--- src/rtl/arith_pkg.sv ---
// Shared types and defaults for the arithmetic counter datapath.
package arith_pkg;
    localparam int DEFAULT_W = 14;

    typedef enum logic {
        DIR_DOWN = 1'b0,
        DIR_UP   = 1'b1
    } dir_t;
endpackage

--- src/rtl/m_adder.sv ---
// W-bit combinational adder with carry-in and carry-out.
// Latency: 0 cycles (pure combinational). Backpressure: none.
module m_adder #(
    parameter int W = 14
) (
    output logic [W-1:0] sum,
    output logic         cout,
    input  logic [W-1:0] A,
    input  logic [W-1:0] B,
    input  logic         cin
);
    assign {cout, sum} = {1'b0, A} + {1'b0, B} + {{W{1'b0}}, cin};
endmodule

--- src/rtl/m_arith_counter.sv ---
// Loadable up/down counter on one adder, plus magnitude compare of Q vs cmp; COUNTER_VAR_DELTA_EN adds a delta stride port.
// Latency: Q updates on the edge after load/en is sampled; flags and wrap are combinational. Backpressure: none.
module m_arith_counter
    import arith_pkg::*;
#(
    parameter int W          = DEFAULT_W,
    parameter bit CMP_SIGNED = 1'b0
) (
    input  logic         clk,
    input  logic         clr,
    input  logic         load,
    input  logic         en,
    input  dir_t         up,
    input  logic [W-1:0] D,
`ifdef COUNTER_VAR_DELTA_EN
    input  logic [W-1:0] delta,
`endif
    input  logic [W-1:0] cmp,
    output logic [W-1:0] Q,
    output logic         AgtB,
    output logic         AeqB,
    output logic         AltB,
    output logic         wrap
);
    logic [W-1:0] q_q;
    logic [W-1:0] q_d;
    logic [W-1:0] step;
    logic [W-1:0] b_op;
    logic [W-1:0] sum;
    logic         cin;
    logic         cout;
    logic         gt;
    logic         eq;

    // Down-counting is Q + ~step + 1, so one adder serves both directions.
    always_comb begin
`ifdef COUNTER_VAR_DELTA_EN
        step = delta;
`else
        step = {{(W-1){1'b0}}, 1'b1};
`endif
        b_op = (up == DIR_UP) ? step : ~step;
        cin  = (up == DIR_DOWN);
    end

    m_adder #(.W(W)) u_adder (
        .sum  (sum),
        .cout (cout),
        .A    (q_q),
        .B    (b_op),
        .cin  (cin)
    );

    // A borrow on subtract shows up as a missing carry-out.
    assign wrap = (up == DIR_UP) ? cout : ~cout;

    always_comb begin
        q_d = q_q;
        if (load) begin
            q_d = D;
        end else if (en) begin
            q_d = sum;
        end
    end

    always_ff @(posedge clk) begin
        if (clr) begin
            q_q <= '0;
        end else begin
            q_q <= q_d;
        end
    end

    always_comb begin
        eq = (q_q == cmp);
        if (CMP_SIGNED) begin
            gt = ($signed(q_q) > $signed(cmp));
        end else begin
            gt = (q_q > cmp);
        end
    end

    assign Q    = q_q;
    assign AeqB = eq;
    assign AgtB = gt;
    assign AltB = ~gt & ~eq;
endmodule

--- config.mk ---
export PLATFORM = sky130hd
export DESIGN_NAME = m_arith_counter
export DESIGN_NICKNAME = d
export VERILOG_FILES = /design/src/rtl/arith_pkg.sv /design/src/rtl/m_adder.sv /design/src/rtl/m_arith_counter.sv
export SDC_FILE = /design/constraint.sdc
export NUM_CORES = 1
export LEC_CHECK = 0
export BUFFER_PORTS_ARGS = -buffer_cell sky130_fd_sc_hd__clkbuf_2
export CAP_MARGIN = 20
export CORE_MARGIN = 2
export CORE_UTILIZATION = 48
export CTS_CLUSTER_DIAMETER = 50
export DETAILED_ROUTE_END_ITERATION = 16
export PLACE_DENSITY = 0.82
export RECOVER_POWER = 25
export SYNTH_ARGS = -nofsm -noshare
export SYNTH_HDL_FRONTEND = slang
export SYNTH_SLANG_ARGS = --single-unit
--- constraint.sdc ---
create_clock -name clk -period 2.6 [get_ports clk]
set_clock_uncertainty 0.1 [all_clocks]
set_input_delay 0.39 -clock clk [delete_from_list [all_inputs] [get_ports clk]]
set_output_delay 0.39 -clock clk [all_outputs]
set_load 0.01 [all_outputs]
Word level (Yosys, flattened, before mapping)
Index checks and enable logic that the tools add are counted.
Storage, ports and cells
  word-level logic and storage cells: 15
  input port bits: 33
  flip-flop bits (word level): 14
Cells by class
  order comparisons: 1
  eq/ne operators: 1
  reductions and logical operators: 1
  $add $sub $neg: 2
  bitwise operators: 5
  multiplexer cells: 4
Operators by type and width (number)
  two-way mux 14 bit: 3
  adder 14 x 14 -> 15 bit: 1
  adder 15 x 1 -> 15 bit: 1
  equality test 14 bit: 1
  > comparator 14 bit: 1
  inverter 1 bit: 4
  nonzero test 2 bit: 1
  bitwise AND 1 bit: 1
  two-way mux 1 bit: 1

Depth between registers and ports, before layout
Gate-level depths: netlist of the first run.
  word-level depth: 5
  gate-level depth with buffers: 8
  mapped depth without buffers: 7

Cells and area by module
Synthesis of the first run repeated with hierarchy kept, for this count alone.
Second synthesis, totals
  cells, all modules: 210
  area total of the unflattened synthesis: 1679.1 um^2
By module, submodules not included
  m_arith_counter: area each 1021.0 um^2, sequential area each 280.3 um^2, cells each 128, instances 1
  m_adder: area each 658.1 um^2, sequential area each 0.0 um^2, cells each 82, instances 1

Least setup slack after synthesis of the first run
No wires, ideal clock.
  kind: input to output
  start: input up
  end: output wrap
  arrival: 2221 ps
  buffers on the path: 0
  path slack: -111 ps
  stages: 7
  path through: inv_1 ha_1 or3_4 a21oi_4 a211oi_2 or4_1 nand4_1
Between the ends
  cells in the longest elaborated chain, start to end: 5
  elaborated cells on any way between the ends: 6
  classes of those cells: add/sub: 2; mux: 2; bitwise: 2
Ends and longest elaborated chain
  start, declared: line m_arith_counter.sv:13  | input dir_t up,
  two-way mux 14 bit: line m_arith_counter.sv:42  | b_op = (up == DIR_UP) ? step : ~step;
  adder 14 x 14 -> 15 bit: line m_adder.sv:12  | assign {cout, sum} = {1'b0, A} + {1'b0, B} + {{W{1'b0}}, cin};
  adder 15 x 1 -> 15 bit: line m_adder.sv:12
  inverter 1 bit: line m_arith_counter.sv:55  | assign wrap = (up == DIR_UP) ? cout : ~cout;
  two-way mux 1 bit (*): line m_arith_counter.sv:55
  end, declared: line m_arith_counter.sv:23  | output logic wrap
Mark *: on every way between the ends. The rest lies on a longest branch, timed or not.

Final worst setup path of the first run
Same ends and word-level chain as after synthesis.

==> results of run 1 <==
-- layout make-up --
type	count	area [sq um]	area share, %
inverter	23	92.6	3.65
clock buffer	4	55.1	2.17
tap	48	60.1	2.36
sequential	14	282	11.1
multi-input combinational	188	1470	57.9
timing repair buffer	93	581	22.9
-- cells in the final DEF (no fill, tap or decap), types with 2 or more instances in the layout --
master	instances
nand4_1	3
inv_1	21
nor2b_1	4
o211ai_1	3
buf_6	3
or3_4	2
clkbuf_8	4
a211oi_1	4
buf_4	38
xor2_1	2
o32ai_1	2
o21ai_1	2
buf_2	2
clkbuf_1	7
a31oi_1	3
nand3_1	5
o31a_1	2
o21ai_0	7
ha_1	23
nor2_1	18
nand2_1	13
and3_1	4
nor3b_1	6
nor3_1	13
ha_4	6
clkbuf_2	42
o21a_1	4
dfxtp_1	13
or4b_1	2
xnor2_1	2
and4_1	2
a21oi_1	28
a21o_1	6
-- cell usage after synthesis, types with 2 or more instances --
| cell | number |
|---|---|
| a21oi_1 | 29 |
| ha_1 | 29 |
| inv_1 | 22 |
| nor2_1 | 18 |
| dfxtp_1 | 14 |
| nand2_1 | 13 |
| nor3_1 | 13 |
| clkbuf_1 | 8 |
| o21ai_0 | 8 |
| a21o_1 | 6 |
| nor3b_1 | 6 |
| nand3_1 | 5 |
| nor2b_1 | 5 |
| a211oi_1 | 4 |
| and3_1 | 4 |
| o21a_1 | 4 |
| a31oi_1 | 3 |
| nand4_1 | 3 |
| o211ai_1 | 3 |
| a2111oi_2 | 2 |
| and4_1 | 2 |
| o31a_1 | 2 |
| o31ai_1 | 2 |
| o32ai_1 | 2 |
| or3_4 | 2 |
| or4_1 | 2 |
| or4b_1 | 2 |
| xnor2_1 | 2 |
| xor2_1 | 2 |
-- final timing paths --
kind | slack [ns] | cells after the start | endpoint
max reg2reg | 0.28 | 8 | Q[10]
min reg2reg | 0.57 | 2 | Q[4]
max | -0.11 | 10 | wrap
min | 0.26 | 3 | Q[2]
-- worst max-delay path: cells and delay by family --
family | cells | cell delay, ns
AND/OR/NAND/NOR | 3 | 0.87
AO/OA/AOI/OAI | 2 | 0.21
adder cells (fa/ha/maj) | 1 | 0.20
buffers and inverters | 4 | 0.53
-- power groups by stage --
stage | sequential (mW) | clock, mW | combinational [mW]
2_1_floorplan | 0.269 | 0 | 0.281
3_3_place_gp | 0.261 | 0 | 0.451
3_5_place_dp | 0.262 | 0 | 0.463
4_1_cts | 0.257 | 0.224 | 0.490
5_1_grt | 0.262 | 0.235 | 0.580
6_report | 0.259 | 0.230 | 0.525
-- routing by layer --
layer	track usage, %	vias to the layer above
met5	0	-
li1	-	1045
met2	49.3	83
met1	32.0	978
met4	8.78	0
met3	2.08	14
-- cell families (layout without fill, tap and decap cells) --
kind of cell | after synthesis | after routing | share of synthesized area (%)
fa+ha+maj | 30 | 30 | 21.7
mux | 1 | 1 | 0.567
buf+inv | 32 | 120 | 7.15
flops | 14 | 14 | 15.9
xor+xnor | 4 | 4 | 1.98
simple gates | 78 | 78 | 24.0
compound gates | 75 | 75 | 28.8
-- stage by stage --
stage	power (mW)	TNS, ns	setup WS, ns
floorplan	0.550	-0.0459	-0.0459
global placement	0.713	-0.319	-0.280
detailed placement	0.725	-0.411	-0.302
CTS	0.970	-0.121	-0.121
global route	1.08	-0.271	-0.206
finish	1.01	-0.106	-0.106
-- timing repair --
action / 4_1_cts / 5_1_grt
setup endpoints to repair: 1 / 2
buffers inserted: 8 / 2
resized for setup: 8 / 11
pin swaps: 6 / 4
==> metrics, run 1 <==
status complete, but fails checks; violated checks setup timing; Mapped Avg Cell Area about 7.5 sq um; Worst setup SP type input pin; Hold-fix buffers, CTS 0; Worst EP required 2.11 ns; Int Power roughly 0.63 mW; Initial Util 49.0%; Comb power frac 51.8%; crit path DAT 2.22 ns; RSZ-0062 raised after global routing true; Hold Vio Cnt, Final 0; GP Congestion 0.876; Final period util 104%; f_max 0.369 GHz; Die Ht 64.7 microns; fin area 2540 sq um; total wire length around 5.5 mm; antenna cells 0; Setup WS post-layout -0.106 ns; Slew @ Worst Pin approximately 0.43 ns; #FFs+latches synth 14; critical path class in2out; area growth from synthesis to layout 43.8%; row count 22; Unique masters post-synth 46; CP max-delay cell or4_4; syn nets 297; via/cell ratio approximately 5.7; Layout Utilization 70.4%; port bufs 50; worst-path cell chain buf_8 > clkinvlp_4 > buf_6 > ha_4 > or3_4 > a21oi_4 > a211oi_2 > or4_4 > nand4_1 > buf_2; sequential share of power 25.5%; clock sinks 14; top-area cell type share of the netlist area 20.5%; detailed placer's ending HPWL 3.74 mm; Fillers 287; Seq/Total Area, Yosys 15.9%; fraction of layout cells with a size suffix above 1 34.8%; per-cell routed wire length 14.8 microns; vias in the first global route 2014; GR Overflow Total 0; netlist area before placement 1770 sq um; Worst VDD drop 0.206 mV; H-tree Lvls 1; drt pass-1 iters 4; Critical Path Fanout Max 5; Synth Instances 234; most common flop cell mapped by yosys dfxtp_1; Nets 386; cell taking the most area after synthesis ha_1; min Tclk post-route 2.71 ns; met3 WL 283 microns; slew margin rel. 70.8%; RR Startpoint Q[5]; Max Buffers Root-to-Sink 2; Cells after DPL 356; final non-filler cell total 370; Residual DRC 0; Sw Share approximately two fifths; wl on met1 2.34 mm; top post-synthesis cells by area ha_1, dfxtp_1, a21oi_1; critical path startpoint up; TritonCTS clock tree yes; final slew viol count 0; antenna violations before repair 0; Min-Delay Path Class in2reg; CORE AREA ~3600 sq um; worst-skew pair later-pin latency 0.26 ns; max reg flops 14; clock slew at reported path FFs 0.07 ns; met2 wire length 2.69 mm; I/O pins 51; pwr/cell area between 300 and 400 nW/um^2; 1st-iter DRT viols 116; ys async rst share 0%; hold slack final 0.257 ns; leakage power total 1.24 nW; Clock Tree Root clkbuf_8; Die Footprint 4180 sq um; first-pass GRT wire length 8.79 mm; clock share of power around 23%; hold_sp D[2]; Top Layer Used met4; Post-synth EDFFs 0; gr usage total 26.5%; antenna viol nets, final 0; slowest stage delay, CP 0.42 ns; total number of vias 2120; pin count of the biggest net entering global routing 19; Worst setup EP type output pin; net switching power 0.388 mW; Max Cap Violations 0; Syn. warnings 0; CTS buffer count 3; final setup violation count 1; die width 64.7 microns; DP Area about 2300 sq um
(Power assumes the default switching activity.)
==> run 2: changes to the inputs <==
- CORE_ASPECT_RATIO: default -> 1.4
==> metrics, run 2 (synthesis results as in run 1) <==
Die Footprint 4190 sq um (was 4180 sq um); row count 26 (was 22); final slew viol count 0 (unchanged); Worst setup SP type input pin (unchanged); slew margin rel. 68.5% (was 70.8%); Worst setup EP type output pin (unchanged); pre-CTS WS -0.284 ns (was -0.302 ns); worst-skew pair later-pin latency 0.25 ns (was 0.26 ns); Nets 386 (unchanged); via/cell ratio 5.74 (was 5.73); CORE AREA 3580 sq um (was 3610 sq um); gr usage total 25.8% (was 26.5%); violated checks setup timing (unchanged); Initial Util 49.4% (was 49.0%); fraction of layout cells with a size suffix above 1 34.5% (was 34.8%); per-cell routed wire length 15.0 microns (was 14.8 microns); min Tclk post-route 2.73 ns (was 2.71 ns); port bufs 50 (unchanged); crit path DAT 2.24 ns (was 2.22 ns); antenna violations before repair 0 (unchanged); status complete, but fails checks (unchanged); RR Startpoint Q[2] (was Q[5]); antenna viol nets, final 0 (unchanged); clock sinks 14 (unchanged); max reg flops 14 (unchanged); pwr/cell area 397 nW/um^2 (was 399 nW/um^2); f_max 0.366 GHz (was 0.369 GHz); I/O pins 51 (unchanged); post-layout total power 0.999 mW (was 1.01 mW); DP Area 2370 sq um (was 2330 sq um); H-tree Lvls 1 (unchanged); Fillers 298 (was 287); Layout Utilization 70.4% (about the same); most common cell after layout, fill and taps aside clkbuf_2 (unchanged); CP max-delay cell or4_1 (was or4_4); drt pass-1 iters 4 (unchanged); R2R setup slack 0.37 ns (was 0.28 ns); critical path class in2out (unchanged); TritonCTS clock tree yes (unchanged); 1st-iter DRT viols 60 (was 116); FF/Latch Area 280 sq um (was 282 sq um); Final period util 105% (was 104%); Clock Tree Root clkbuf_8 (unchanged); final setup violation count 1 (unchanged); first-pass GRT wire length 8.57 mm (was 8.79 mm); Min-Delay Path Class in2reg (unchanged); Top Family by Delay on Critical Path buffers and inverters (was simple AND/OR/NAND/NOR gates); Crit path depth 9 (was 10); most frequent cells in the layout clkbuf_2, buf_4, a21oi_1 (unchanged); fin area 2520 sq um (was 2540 sq um); Setup WS post-layout -0.131 ns (was -0.106 ns); Worst VDD drop 0.238 mV (was 0.206 mV); clock slew at reported path FFs 0.06 ns (was 0.07 ns); Setup TNS -0.131 ns (was -0.106 ns); RSZ-0062 raised after global routing true (unchanged); Die Ht 75.8 microns (was 64.7 microns); Max Buffers Root-to-Sink 2 (unchanged); worst-path cell chain buf_8 > clkinvlp_4 > buf_6 > ha_4 > a2111oi_4 > a211oi_2 > or4_1 > nand4_1 > buf_2 (was buf_8 > clkinvlp_4 > buf_6 > ha_4 > or3_4 > a21oi_4 > a211oi_2 > or4_4 > nand4_1 > buf_2); Residual DRC 0 (unchanged); area of the multi-input gates 1460 sq um (was 1470 sq um); vias in the first global route 1958 (was 2014); antenna cells 0 (unchanged); critical path startpoint up (unchanged); GP Congestion 0.956 (was 0.876); detailed placer's ending HPWL 4.33 mm (was 3.74 mm); destination of the critical timing path wrap (unchanged); slowest stage delay, CP 0.42 ns (about the same); Hold Vio Cnt, Final 0 (unchanged); Worst EP required 2.11 ns (about the same); RR Endpoint Q[7] (was Q[10]); R2R cell count 7 (was 8); leakage power total 1.24 nW (about the same); CTS buffer count 3 (unchanged); Slew @ Worst Pin 0.472 ns (was 0.434 ns); area growth from synthesis to layout 42.6% (was 43.8%); die width 55.3 microns (was 64.7 microns); GR Overflow Total 0 (unchanged); pin count of the biggest net entering global routing 22 (was 19); Critical Path Fanout Max 8 (was 5); total wire length 5.48 mm (was 5.46 mm); Max Cap Violations 0 (unchanged); WP buf/inv 4 (unchanged); total number of vias 2089 (was 2120)
==> run 2: cell counts in the layout (fill, tap and decap cells not counted) <==
Identical to the previous run, type by type.
==> run 2: layout make-up <==
cell class              count  area share (%)
clock buffers               4            2.19
multi-input cells         188            57.9
flip-flops and latches     14            11.1
well taps                  42            2.09
repair buffers             93            23.0
inverters                  23            3.68
==> run 2: stage by stage <==
step / hold slack (ns) / std cells
detailed placement: 0.506 / 357
finish: 0.268 / 364
CTS: 0.270 / 363
global route: 0.285 / 364
floorplan: 0.433 / 234
global placement: 0.484 / 357
==> run 2: repair_timing <==
action,4_1_cts,5_1_grt
resized for setup,5,11
endpoints found under the setup margin,1,3
buffers inserted,2,1
pin swaps,5,4
hold buffers,0,0
==> run 2: worst register-to-register path, cell delays in order, from the launching register on <==
cell	delay [ns]
dfxtp_1	0.38
ha_4	0.22
buf_4	0.14
a21oi_1	0.35
nand2_1	0.14
a21oi_1	0.42
nor3_1	0.09
o31a_1	0.30
==> run 2: worst min path at each step <==
stage | startpoint | endpoint | cells past startpoint
after CTS | D[1] | Q[1] | 3
after detailed placement | Q[3] | Q[3] | 2
after global placement | Q[3] | Q[3] | 2
after floorplan | D[2] | Q[2] | 2
after global routing | D[0] | Q[0] | 3
final | D[1] | Q[1] | 3
==> run 2: power breakdown <==
part	internal [mW]	switching (mW)
clock	0.135	0.0897
sequential	0.234	0.0235
combinational	0.251	0.266
total	0.620	0.379
==> run 2: layer usage <==
metal / GRT usage, % / share of wire [%] / vias to the layer above
met4: 12.2 / 3.6 / 0
li1: - / - / 1056
met5: 0 / 0 / -
met1: 26.8 / 38 / 962
met3: 2.72 / 3.5 / 20
met2: 51.9 / 55 / 51
==> run 3: changes to the inputs <==
- RECOVER_POWER: 25 -> default
==> metrics, run 3 (synthesis results as in run 1) <==
status complete, but fails checks (unchanged); violated checks setup timing (unchanged); Nets 386 (unchanged); net switching power 0.380 mW (was 0.379 mW); leakage power total 1.26 nW (was 1.24 nW); crit path DAT 2.25 ns (was 2.24 ns); port bufs 50 (unchanged); pwr/cell area 397 nW/um^2 (about the same); worst-path cell chain buf_8 > clkinvlp_4 > buf_6 > ha_4 > a2111oi_4 > a211oi_2 > or4_1 > nand4_1 > buf_2 (unchanged); Residual DRC 0 (unchanged); clock share of power 22.4% (about the same); fraction of layout cells with a size suffix above 1 36.6% (was 34.5%); first-pass GRT wire length 8.57 mm (unchanged); sequential share of power 25.7% (was 25.8%); most frequent cells in the layout clkbuf_2, buf_4, a21oi_1 (unchanged); final setup violation count 1 (unchanged); total number of vias 2092 (was 2089); slew margin rel. 68.4% (was 68.5%); row count 26 (unchanged); area growth from synthesis to layout 43.2% (was 42.6%); Sw Share 37.9% (about the same); Min-Delay Path Class in2reg (unchanged); Int Power 0.623 mW (was 0.620 mW); min Tclk post-route 2.74 ns (was 2.73 ns); f_max 0.365 GHz (was 0.366 GHz); Comb power frac 51.9% (was 51.7%); Worst VDD drop 0.239 mV (was 0.238 mV); clock sinks 14 (unchanged); vias in the first global route 1958 (unchanged); Setup WS post-layout -0.137 ns (was -0.131 ns); hold_sp D[1] (unchanged); per-cell routed wire length 15.1 microns (was 15.0 microns); antenna violations before repair 0 (unchanged); antenna viol nets, final 0 (unchanged); drt pass-1 iters 4 (unchanged); I/O pins 51 (unchanged); die width 55.3 microns (unchanged); TritonCTS clock tree yes (unchanged); pin count of the biggest net entering global routing 22 (unchanged); CORE AREA 3580 sq um (unchanged); Hold Vio Cnt, Final 0 (unchanged); total wire length 5.48 mm (about the same); final slew viol count 0 (unchanged); GP Congestion 0.956 (unchanged); detailed placer's ending HPWL 4.33 mm (unchanged); antenna cells 0 (unchanged); Worst setup SP type input pin (unchanged); Worst EP required 2.11 ns (about the same); critical path class in2out (unchanged); Die Footprint 4190 sq um (unchanged); most common cell after layout, fill and taps aside clkbuf_2 (unchanged); GR Overflow Total 0 (unchanged); max reg flops 14 (unchanged); CP max-delay cell or4_1 (unchanged); critical path startpoint up (unchanged); worst-skew pair later-pin latency 0.25 ns (about the same); Worst setup EP type output pin (unchanged); H-tree Lvls 1 (unchanged); post-layout total power 1.00 mW (was 0.999 mW); Final period util 105% (about the same); RR Startpoint Q[2] (unchanged); Max Cap Violations 0 (unchanged); 1st-iter DRT viols 60 (unchanged); via/cell ratio 5.75 (was 5.74); Slew @ Worst Pin 0.474 ns (was 0.472 ns); CTS buffer count 3 (unchanged); RSZ-0062 raised after global routing true (unchanged); Initial Util 49.4% (unchanged); hold slack final 0.268 ns (about the same); Critical Path Fanout Max 8 (unchanged); Die Ht 75.8 microns (unchanged); Clock Tree Root clkbuf_8 (unchanged); slowest stage delay, CP 0.42 ns (about the same); clock slew at reported path FFs 0.06 ns (about the same); gr usage total 25.8% (unchanged); Max Buffers Root-to-Sink 2 (unchanged)
==> run 3: stage by stage <==
stage          TNS (ns)  setup slack [ns]  area (sq um)  cells  utilization, %
2_1_floorplan   -0.0459           -0.0459          1810    234               -
5_1_grt          -0.237            -0.237          2530    364            70.7
4_1_cts          -0.172            -0.172          2470    363            69.2
6_report         -0.137            -0.137          2530    364            70.7
3_3_place_gp     -0.520            -0.256          2370    357            66.3
3_5_place_dp     -0.688            -0.284          2370    357            66.3
==> run 3: final timing paths <==
kind,slack [ns],cells past startpoint,end
min reg2reg,0.52,2,Q[3]
max,-0.14,9,wrap
max reg2reg,0.37,7,Q[7]
min,0.27,3,Q[1]
==> run 3: layer usage <==
| layer | wire, microns | global-route usage (%) |
|---|---|---|
| met5 | 0 | 0 |
| met4 | 182 | 12.2 |
| met3 | 235 | 2.72 |
| met2 | 3030 | 51.9 |
| met1 | 2030 | 26.8 |
==> run 3: worst max-delay path: cells and delay by family <==
kind	cells	cell delay, ns
AOI/OAI and AO/OA	2	0.51
adders and majority gates	1	0.22
buffers and inverters	4	0.64
and+or+nand+nor	2	0.50
==> run 3: what timing repair did <==
action	CTS	global route
gates resized for setup	5	11
gates cloned	0	0
hold buffers	0	0
setup buffers	2	1
pin swaps	5	4
endpoints found under the setup margin	1	3
==> run 3: final cells by class <==
type	instances	area (sq um)
fill	296	1050
inverter	23	92.6
timing repair buffer	93	591
tap	42	52.6
sequential	14	280
multi-input combinational	188	1460
clock buffer	4	55.1
==> run 3: power groups by stage <==
stage / logic [mW] / clock network (mW) / registers, mW
detailed placement: 0.484 / 0 / 0.262
finish: 0.520 / 0.225 / 0.258
floorplan: 0.281 / 0 / 0.269
global placement: 0.469 / 0 / 0.262
CTS: 0.499 / 0.225 / 0.257
global route: 0.576 / 0.234 / 0.260
